==> config.mk <==
export PLATFORM = sky130hd
export DESIGN_NAME = reg_write_arbiter
export DESIGN_NICKNAME = d
export VERILOG_FILES = /design/src/rtl/reg_write_arbiter.sv
export SDC_FILE = /design/constraint.sdc
export NUM_CORES = 1
export LEC_CHECK = 0
export CAP_MARGIN = 0
export CELL_PAD_IN_SITES_DETAIL_PLACEMENT = 0
export CELL_PAD_IN_SITES_GLOBAL_PLACEMENT = 1
export CORE_MARGIN = 2
export CORE_UTILIZATION = 30
export CTS_BUF_LIST = sky130_fd_sc_hd__clkbuf_2 sky130_fd_sc_hd__clkbuf_4 sky130_fd_sc_hd__clkbuf_8
export DETAILED_ROUTE_END_ITERATION = 8
export PLACE_DENSITY_LB_ADDON = 0.1
export SLEW_MARGIN = 20
export SYNTH_ARGS = -nofsm -noshare
export SYNTH_HDL_FRONTEND = slang
export SYNTH_SLANG_ARGS = --single-unit
==> constraint.sdc <==
create_clock -name clk -period 4.5 [get_ports clk]
set_input_delay 1.35 -clock clk [delete_from_list [all_inputs] [get_ports clk]]
set_output_delay 1.35 -clock clk [all_outputs]
set_load 0.02 [all_outputs]
==> src/rtl/reg_write_arbiter.sv <==
// reg_write_arbiter
//   Round-robin arbiter that shares the single write port of a small output
//   register bank (a, b, c: DW bits; d: 1 bit) among NREQ requesters.
//   One write commits per clock.
//   A requester may lock the port for a burst of up to LOCK_MAX grants.
// Ports:
//   clk      system clock, rising edge
//   rst      synchronous active-high reset
//   req      per-requester write request
//   lock     per-requester request to hold the port after this grant
//   wr_addr  flattened 2-bit target selects (0=a 1=b 2=c 3=d), slice i = [2i+1:2i]
//   wr_data  flattened write data, slice i = [DW*i+DW-1:DW*i]
//   gnt      one-hot combinational grant
//   owner    index of the locking requester (valid while locked)
//   locked   arbiter is holding the port for owner
//   a, b, c  registered bank outputs
//   d        registered flag output
module reg_write_arbiter #(
   parameter int unsigned NREQ     = 3,
   parameter int unsigned DW       = 8,
   parameter int unsigned LOCK_MAX = 8
) (
   input  logic                 clk,
   input  logic                 rst,
   input  logic [NREQ-1:0]      req,
   input  logic [NREQ-1:0]      lock,
   input  logic [2*NREQ-1:0]    wr_addr,
   input  logic [DW*NREQ-1:0]   wr_data,
   output logic [NREQ-1:0]      gnt,
   output logic [2:0]           owner,
   output logic                 locked,
   output logic [DW-1:0]        a,
   output logic [DW-1:0]        b,
   output logic [DW-1:0]        c,
   output logic                 d
);

   typedef enum logic {IDLE, LOCKED} state_t;

   localparam logic [8:0] LOCK_LIM = 9'(LOCK_MAX);

   state_t      state, state_nxt;
   logic [2:0]  rr_ptr, rr_nxt;
   logic [2:0]  owner_nxt;
   logic [7:0]  beat_cnt, beat_nxt;
   logic [8:0]  beat_inc;
   logic        any_gnt;
   logic [2:0]  gnt_idx;
   logic [1:0]  sel_addr;
   logic [DW-1:0] sel_data;

   assign locked   = (state == LOCKED);
   assign beat_inc = {1'b0, beat_cnt} + 9'd1;

   always_comb begin
      int unsigned idx;
      gnt       = '0;
      any_gnt   = 1'b0;
      gnt_idx   = '0;
      state_nxt = state;
      rr_nxt    = rr_ptr;
      owner_nxt = owner;
      beat_nxt  = beat_cnt;
      idx       = 0;
      if (state == IDLE) begin
         // Scan rr_ptr+1, rr_ptr+2, ... wrapping at NREQ; the first request wins.
         for (int unsigned k = 1; k <= NREQ; k++) begin
            idx = 32'(rr_ptr) + k;
            if (idx >= NREQ) idx = idx - NREQ;
            if (!any_gnt && req[idx]) begin
               any_gnt = 1'b1;
               gnt_idx = idx[2:0];
            end
         end
         if (any_gnt) begin
            gnt[gnt_idx] = 1'b1;
            rr_nxt       = gnt_idx;
            // With LOCK_MAX=1 the entry grant is already the last beat.
            if (lock[gnt_idx] && (LOCK_MAX > 1)) begin
               state_nxt = LOCKED;
               owner_nxt = gnt_idx;
               beat_nxt  = 8'd1;
            end
         end
      end else begin
         if (req[owner]) begin
            any_gnt      = 1'b1;
            gnt_idx      = owner;
            gnt[owner]   = 1'b1;
            beat_nxt     = beat_inc[7:0];
            // beat_cnt counts completed beats, so this grant is beat beat_cnt+1.
            if (!lock[owner] || (beat_inc >= LOCK_LIM)) begin
               state_nxt = IDLE;
               beat_nxt  = '0;
            end
         end
      end
   end

   assign sel_addr = wr_addr[2*int'(gnt_idx) +: 2];
   assign sel_data = wr_data[DW*int'(gnt_idx) +: DW];

   always_ff @(posedge clk) begin
      if (rst) begin
         state    <= IDLE;
         rr_ptr   <= 3'(NREQ - 1);
         owner    <= '0;
         beat_cnt <= '0;
         a        <= '0;
         b        <= '0;
         c        <= '0;
         d        <= 1'b1;
      end else begin
         state    <= state_nxt;
         rr_ptr   <= rr_nxt;
         owner    <= owner_nxt;
         beat_cnt <= beat_nxt;
         if (any_gnt) begin
            case (sel_addr)
               2'd0:    a <= sel_data;
               2'd1:    b <= sel_data;
               2'd2:    c <= sel_data;
               default: d <= sel_data[0];
            endcase
         end
      end
   end

endmodule
Word-level counts from Yosys, hierarchy flattened
Cells that the tools add are included.
{ "op_classes": {"addsub": 7, "mul": 0, "n_div": 0, "order_cmp": 11, "eq_ne": 3, "n_shift": 2, "n_mux": 49, "n_bitwise": 2, "n_reduce_logical": 19} }
{ "ops": {"columns": ["op", "count"], "rows": [
  ["32-bit 2-to-1 mux", 6],
  ["32-bit by 3-bit < comparator with 1-bit output, second input constant", 3],
  ["8-bit 2-to-1 mux", 5],
  ["3-bit 2-to-1 mux", 9],
  ["24-bit by 7-bit indexed part select with 8-bit output", 1],
  ["1-bit 2-to-1 mux", 21],
  ["4-bit by 2-bit subtractor with 5-bit output, second input constant", 3],
  ["1-bit binary-select mux with 2-bit select", 6],
  ["4-bit by 2-bit >= comparator with 1-bit output, second input constant", 3],
  ["2-bit AND reduction", 5],
  ["8-bit by 1-bit adder with 9-bit output, second input constant", 1],
  ["9-bit by 4-bit >= comparator with 1-bit output, second input constant", 1],
  ["3-bit by 2-bit adder with 4-bit output, second input constant", 2],
  ["3-bit by 1-bit >= comparator with 1-bit output, second input constant", 2],
  ["3-bit < comparator, second input constant", 2],
  ["3-bit AND reduction", 2],
  ["6-bit by 5-bit indexed part select with 2-bit output", 1],
  ["3-bit by 1-bit adder with 4-bit output, second input constant", 1],
  ["1-bit demux with 2-bit select", 2],
  ["1-bit logical AND", 4],
  ["2-bit nonzero test", 2],
  ["1-bit zero test", 3],
  ["3-bit OR reduction", 1],
  ["2-bit by 1-bit == test with 1-bit output, second input constant", 1],
  ["5 further kinds", 6]
]} }
{ "totals": {"regBits": 40, "latchBits": 0, "ram_bits": 0, "mem_bits_ro": 0, "inputBits": 38, "out_inout_bits": 32, "wordCells": 101, "memories": 0} }

Logic depth before layout (Yosys ltp)
Gate-level depths: netlist of run 1.
{ "logic_depth": {"word_depth": 22, "depth_mapped": 14, "depth_no_buf": 10} }

Least setup slack after synthesis of run 1
Ideal clock, no wire load.
{ "synth_timing": {"path_type": "input to output", "from": "input req[2]", "to": "output gnt[0]", "t_arrival_ps": 3144, "required_ps": 3150, "setup_slack_ps": 6, "stages": 9, "n_path_buf": 1, "cell_sequence": "clkbuf_1 > mux2i_1 > o41a_1 > a21oi_2 > nor2_1 > a31oi_1 > nand2b_1 > nor2_1 > a22o_1"} }
{ "synth_between": {"elab_chain_cells": 18, "word_cells_on_any_way": 30, "cone_classes": "order compare: 2; mux: 23; reduce/logical: 5"} }
{ "synth_rtl": {"columns": ["element", "line", "source"], "rows": [
  ["start: declaration", "25", "input logic [NREQ-1:0] req,"],
  ["1-bit binary-select mux with 2-bit select", "70", "if (!any_gnt && req[idx]) begin"],
  ["1-bit 2-to-1 mux (implied by the code)", "70", null],
  ["1-bit 2-to-1 mux", "70", null],
  ["1-bit 2-to-1 mux", "65", "if (state == IDLE) begin"],
  ["1-bit zero test", "70", null],
  ["1-bit logical AND", "70", null],
  ["1-bit 2-to-1 mux", "70", null],
  ["1-bit 2-to-1 mux", "65", null],
  ["[2 not listed]", null, null],
  ["3-bit 2-to-1 mux", "70", null],
  ["3-bit 2-to-1 mux", "65", null],
  ["3-bit by 1-bit >= comparator with 1-bit output (implied by the code) / 3-bit < comparator (equally long branches)", "76", "gnt[gnt_idx] = 1'b1;"],
  ["1-bit logical AND (implied by the code)", "76", null],
  ["1-bit 2-to-1 mux (implied by the code)", "76", null],
  ["1-bit demux with 2-bit select", "76", null],
  ["3-bit 2-to-1 mux", "75", "if (any_gnt) begin"],
  ["3-bit 2-to-1 mux (*)", "65", null],
  ["end: declaration", "29", "output logic [NREQ-1:0] gnt,"]
]} }
Mark *: on every way between the ends. The rest lies on a longest branch, timed or not. The select of a mux whose other input is x is not followed.

Worst setup path in the final report of run 1
{ "layout_timing": {"from": "input req[1]", "to": "output gnt[1]"} }
Same word-level chain as after synthesis.

==> flow_summary.yaml, run 1 <==
timing:
  timing.fmax_mhz: 227
  slew_violations: 0
  hold-worst-slack_ns: 0.476
  finalHoldViolCount: 0
  skew_ns: 0.00679
  worst_slew_pin_slew_ns: 0.945
  finalSetupTns_ns: 0
  period_needed_ns: 4.40
  finalCritPeriodShare_pct: 97.8
  slew_headroom_pct: 36.8
  setup_viol: 0
clocking:
  cts_buffer_depth: 2
  numCtsBuffers: 5
  htreeDepth: 2
  clk_latency_ns: 0.29
  cts_tree: "done"
  root_buffer: "clkbuf_8"
  cts_hold_buf: 0
  clkTransAtPathRegs_ns: 0.08
  clock_sinks: 40
global_routing:
  grt_use_met2_pct: 27.3
  antenna_found_initial: 0
  overflow: 0
  gr-usage-all-layers_pct: 16.9
  grt_max_degree: 42
  grt-busiest-layer: "met2"
  met3_usage_pct: 2.58
  grt_pass1_vias: 2723
  grt_pass1_wl_um: 13600
  use_met1_pct: 24.1
die:
  io_pins: 70
  die_w_um: 100
  die_height_um: 100
  rows: 35
  start_util_pct: 30.4
  fp.dieArea_um2: 10000
  fp.coreArea_um2: 9110
setup_path:
  rr_endpoint: "a[0]"
  critPathRequiredTime_ns: 3.15
  r2r_start: "rr_ptr[1]"
  r2r_cells: 11
  rrSetupSlack_ns: 0.59
  worstPathArrival_ns: 3.05
  crit_type: "input port to output port"
  critPathCaptureType: "output port"
  cp_max_fo: 4
  start_kind: "input port"
synthesis:
  synth_ff_type: "dfxtp_1"
  netlist_area_um2: 2770
  synth-edff-count: 0
  async_flop_share_pct: 0
  synth_nets: 365
  yosysWarnings: 0
  avgSynthCellArea_um2: 8.70
  synth_seq_cells: 40
  ys_types: 62
  synthesis.instances: 318
  seq_area_frac_synth_pct: 29.0
hold_path:
  whs_path_depth: 1
  hold_path_end: "beat_cnt[7]"
  min_from: "beat_cnt[7]"
  hold_class: "register to register"
placed_design:
  gp_congestion: 0.801
  io_buffers: 69
  dp.cells: 518
  hpwlAfterDp_um: 6250
status:
  run_status: "complete, no violations"
layout:
  finalNetCount: 465
  fin_cells: 530
  diodes: 0
  drive_gt1_share_pct: 20.0
  syn_to_final_growth_pct: 44.7
power:
  p_leak_nw: 1.64
  ir_drop_uv: 321
  power_density_nw_per_um2: 850
drt:
  avgViaCountPerCell: 5.12
  routedWlPerCell_um: 15.7
  drt_wl_total_um: 8340
  initialDrtViolationCount: 82
  vias: 2711
  drc_errors: 0
  drt_first_pass_iters: 4
  ant_nets: 0
job:
  drv_cap: 0
## what timing repair did
action | 4_1_cts | 5_1_grt
endpoints found under the hold margin | 0 | 0
gates resized for setup | 25 | 14
pin swaps | 4 | 4
setup endpoints to repair | 3 | 3
setup buffers | 2 | 2
## power by group
part           total [mW]  switching (mW)  internal [mW]
Sequential          0.572          0.0977          0.474
Clock               0.299           0.132          0.167
Combinational        2.53            1.29           1.24
Total                3.40            1.52           1.88
## worst max-delay path, stage by stage
cell       delay (ns)
clkbuf_2         0.10
buf_6            0.11
nand3b_1         0.15
buf_4            0.19
a2bb2oi_4        0.17
nand4_1          0.09
o32a_1           0.19
mux2i_1          0.08
buf_4            0.16
buf_4            0.13
o21ai_1          0.15
buf_2            0.19
## sequential cells by signal, indices dropped and copies added, names as in the netlist
register and flops:
owner 3, locked 1, a 8, b 8, beat_cnt 8, d 1, rr_ptr 3, c 8
## synth_stat cells (6+ instances only)
library cell / number / share of area [%]
mux2i_1: 16 / 5.8
clkbuf_1: 9 / 1.2
mux2_4: 8 / 4.3
a211oi_1: 11 / 3.0
a21oi_1: 17 / 3.1
inv_1: 11 / 1.5
nor2b_1: 29 / 6.6
mux2_1: 15 / 6.1
dfxtp_1: 40 / 29
nand2b_1: 6 / 1.4
nand2_1: 15 / 2.0
nor3b_1: 8 / 2.2
nor2_1: 21 / 2.9
nand3_1: 6 / 1.1
ha_1: 9 / 4.1
o21ai_0: 14 / 2.5
## final cells by class
type | count | area [um^2]
fillers | 956 | 5110
multi-input cells | 250 | 1920
inverters | 11 | 41.3
repair buffers | 110 | 987
well taps | 111 | 139
clock inverters | 3 | 46.3
clock buffers | 5 | 68.8
flip-flops and latches | 40 | 801
## per-stage QoR
step	setup WS [ns]	cell area [um^2]	power [mW]	utilization, %
floorplan	0.00560	2770	2.10	-
global placement	-0.651	3810	3.04	41.8
detailed placement	-0.679	3810	3.04	41.8
CTS	0.0298	3960	3.36	43.4
global route	-0.0119	4000	3.69	43.9
finish	0.0979	4000	3.40	43.9
## kinds of logic (layout without fill, tap and decap cells)
| kind of cell | count (synthesis) | after routing | share of synthesized area [%] |
|---|---|---|---|
| AOI/OAI and AO/OA | 86 | 86 | 21.9 |
| xor gates and xnor gates | 2 | 2 | 0.634 |
| adders and majority gates | 9 | 9 | 4.07 |
| buffers and inverters | 28 | 129 | 4.30 |
| DFF | 40 | 40 | 29.0 |
| muxes | 40 | 40 | 16.7 |
| and+or+nand+nor | 113 | 113 | 23.5 |
## worst max path at each step
stage | slack (ns) | depth (start not counted) | endpoint | start
floorplan | 0.006 | 9 | gnt[0] | req[2]
finish | 0.1 | 12 | gnt[1] | req[1]
global placement | -0.65 | 10 | gnt[2] | req[1]
CTS | 0.03 | 11 | gnt[0] | req[1]
detailed placement | -0.68 | 10 | gnt[0] | req[1]
global route | -0.01 | 12 | gnt[1] | req[1]
## routing by layer
metal  vias to the layer above  wire (um)
met1                      1277       4090
met4                         0         62
li1                       1374          -
met2                        56       3890
met5                         -          0
met3                         4        298
## cells in the final DEF, fill, tap and decap left out, types with 3 or more instances in the layout
cell type        Yosys  routed
clkdlybuf4s50_1      0      63
dfxtp_1             40      40
and2_1               4       4
ha_1                 9       8
a211o_1              4       4
clkbuf_2             0       3
nor2_1              21      19
nor3b_1              8       8
nand2_1             15      15
o21ai_0             14      13
a31oi_1              5       3
nor2b_1             29      28
buf_4                0      40
a211oi_1            11      11
mux2i_1             16      16
nor3_1               5       5
o21ai_1              2       3
nand3b_1             3       3
inv_1               11      11
o211a_1              3       3
nand3_1              6       6
clkbuf_8             0       5
mux2_4               8       9
nand4_1              3       3
mux2_1              15      15
a21oi_1             17      16
nand2b_1             6       5
No activity file was read; power rests on OpenSTA's default activity.
==> inputs of run 2 (changes only) <==
CORE_MARGIN = 5   (was 2)
==> run 2 against run 1 <==
  * Cell area increased by 1.0%
  * Critical path type unchanged
  * Clock-buffer cell count did not move
  * Highest routed layer unchanged
  * Routed wire length grew 0.87%
  * Critical endpoint is now gnt[0]
  * Global-route usage decreased by 1.6 points
  * Cell count is 1.7% higher
==> flow_summary.yaml, run 2 (synthesis gave the netlist of run 1 again) <==
setup_path:
  cp_max_fo: 5
  worstPathArrival_ns: 3.03
  crit_type: "input port to output port"
  critPathCaptureType: "output port"
  worstPathCellList: "clkbuf_2 -> buf_6 -> nand3b_1 -> buf_4 -> a2bb2oi_4 -> nand4_1 -> o32a_1 -> mux2i_1 -> buf_4 -> nor2_1 -> a22o_1 -> buf_6"
  slowest_delay_ns: 0.21
  critPathRequiredTime_ns: 3.15
  critPathSlowestCell: "o32a_1"
  start_kind: "input port"
  cp_top_family: "buffers and inverters"
  cp.buffers_inverters: 5
layout:
  syn_to_final_growth_pct: 46.2
  final_cell_mix: "clkdlybuf4s50_1 (63), buf_4 (49), dfxtp_1 (40)"
  diodes: 0
  fin_cells: 539
  drive_gt1_share_pct: 21.5
  finalNetCount: 474
  final_common_cell: "clkdlybuf4s50_1"
drt:
  ant_nets: 0
  drt_wl_total_um: 8420
  routedWlPerCell_um: 15.6
  initialDrtViolationCount: 123
  vias: 2722
  avgViaCountPerCell: 5.05
  drt_first_pass_iters: 4
  drc_errors: 0
clocking:
  clkTransAtPathRegs_ns: 0.09
  htreeDepth: 2
  cts_hold_buf: 0
  cts_tree: "done"
  root_buffer: "clkbuf_8"
  clk_latency_ns: 0.30
  cts_buffer_depth: 2
  numCtsBuffers: 5
  clock_sinks: 40
global_routing:
  antenna_found_initial: 0
  grt_pass1_vias: 2744
  grt_pass1_wl_um: 13900
  gr-usage-all-layers_pct: 15.3
  overflow: 0
  grt_max_degree: 42
timing:
  finalSetupTns_ns: 0
  slew_headroom_pct: 36.8
  slew_violations: 0
  finalHoldViolCount: 0
  timing.fmax_mhz: 228
  worst_slew_pin_slew_ns: 0.944
  rsz0062_at_grt: "false"
  period_needed_ns: 4.38
  finalCritPeriodShare_pct: 97.4
  setup_viol: 0
  skew_ns: 0.0149
die:
  start_util_pct: 30.4
  rows: 35
  die_w_um: 106
  fp.dieArea_um2: 11200
  die_height_um: 106
  fp.coreArea_um2: 9110
  io_pins: 70
job:
  drv_cap: 0
placed_design:
  io_buffers: 69
  hpwlAfterDp_um: 6550
  dp.cells: 526
  gp_congestion: 0.797
power:
  ir_drop_uv: 346
  p_leak_nw: 1.68
  finalPower_mw: 3.46
  power_density_nw_per_um2: 855
status:
  run_status: "complete, no violations"
hold_path:
  hold_class: "register to register"
-- run 2: area by class of cell --
cell class / count / area, um^2
clock buffers: 5 / 68.8
clock inverters: 3 / 46.3
fillers: 928 / 5070
inverters: 11 / 41.3
multi-input cells: 250 / 1900
flip-flops and latches: 40 / 801
well taps: 111 / 139
repair buffers: 119 / 1050
-- run 2: worst reg2reg max path: cells and delay by family, from the launching register on --
family          cells  cell delay, ns
compound gates      5            1.55
fa+ha+maj           1            0.30
simple gates        2            0.88
flops               1            0.34
mux                 1            0.38
buf+inv             2            0.35
-- run 2: layer usage --
| metal | wire [um] | track usage, % |
|---|---|---|
| met5 | 0 | 0 |
| met1 | 4160 | 20.8 |
| met3 | 337 | 3.22 |
| met4 | 42 | 3.24 |
| met2 | 3870 | 25.0 |
-- run 2: timing repair --
item | in CTS | in global routing
pin swaps | 5 | 5
setup buffers | 3 | 2
gates resized for setup | 25 | 13
setup endpoints to repair | 3 | 3
-- run 2: metrics by stage --
step	cell area (um^2)	hold slack [ns]	setup slack [ns]	utilization, %
global route	4040	0.491	0.00553	44.4
detailed placement	3850	0.468	-0.679	42.3
finish	4040	0.477	0.118	44.4
CTS	4000	0.482	0.00168	43.9
global placement	3850	0.464	-0.652	42.3
floorplan	2770	0.457	0.00560	-
-- run 2: path summary, 6_finish.rpt --
check / depth (start not counted) / slack (ns) / to / from
worst max-delay path: 12 / 0.12 / gnt[0] / req[1]
worst min-delay path: 1 / 0.48 / beat_cnt[7] / beat_cnt[7]
worst max register to register: 11 / 0.56 / a[0] / rr_ptr[1]
worst min register to register: 1 / 0.48 / beat_cnt[7] / beat_cnt[7]
-- run 2: power breakdown --
group / switching (mW) / leakage, nW / internal [mW]
combinational: 1.31 / 1.30 / 1.28
clock: 0.135 / 0.0548 / 0.167
sequential: 0.0852 / 0.326 / 0.474
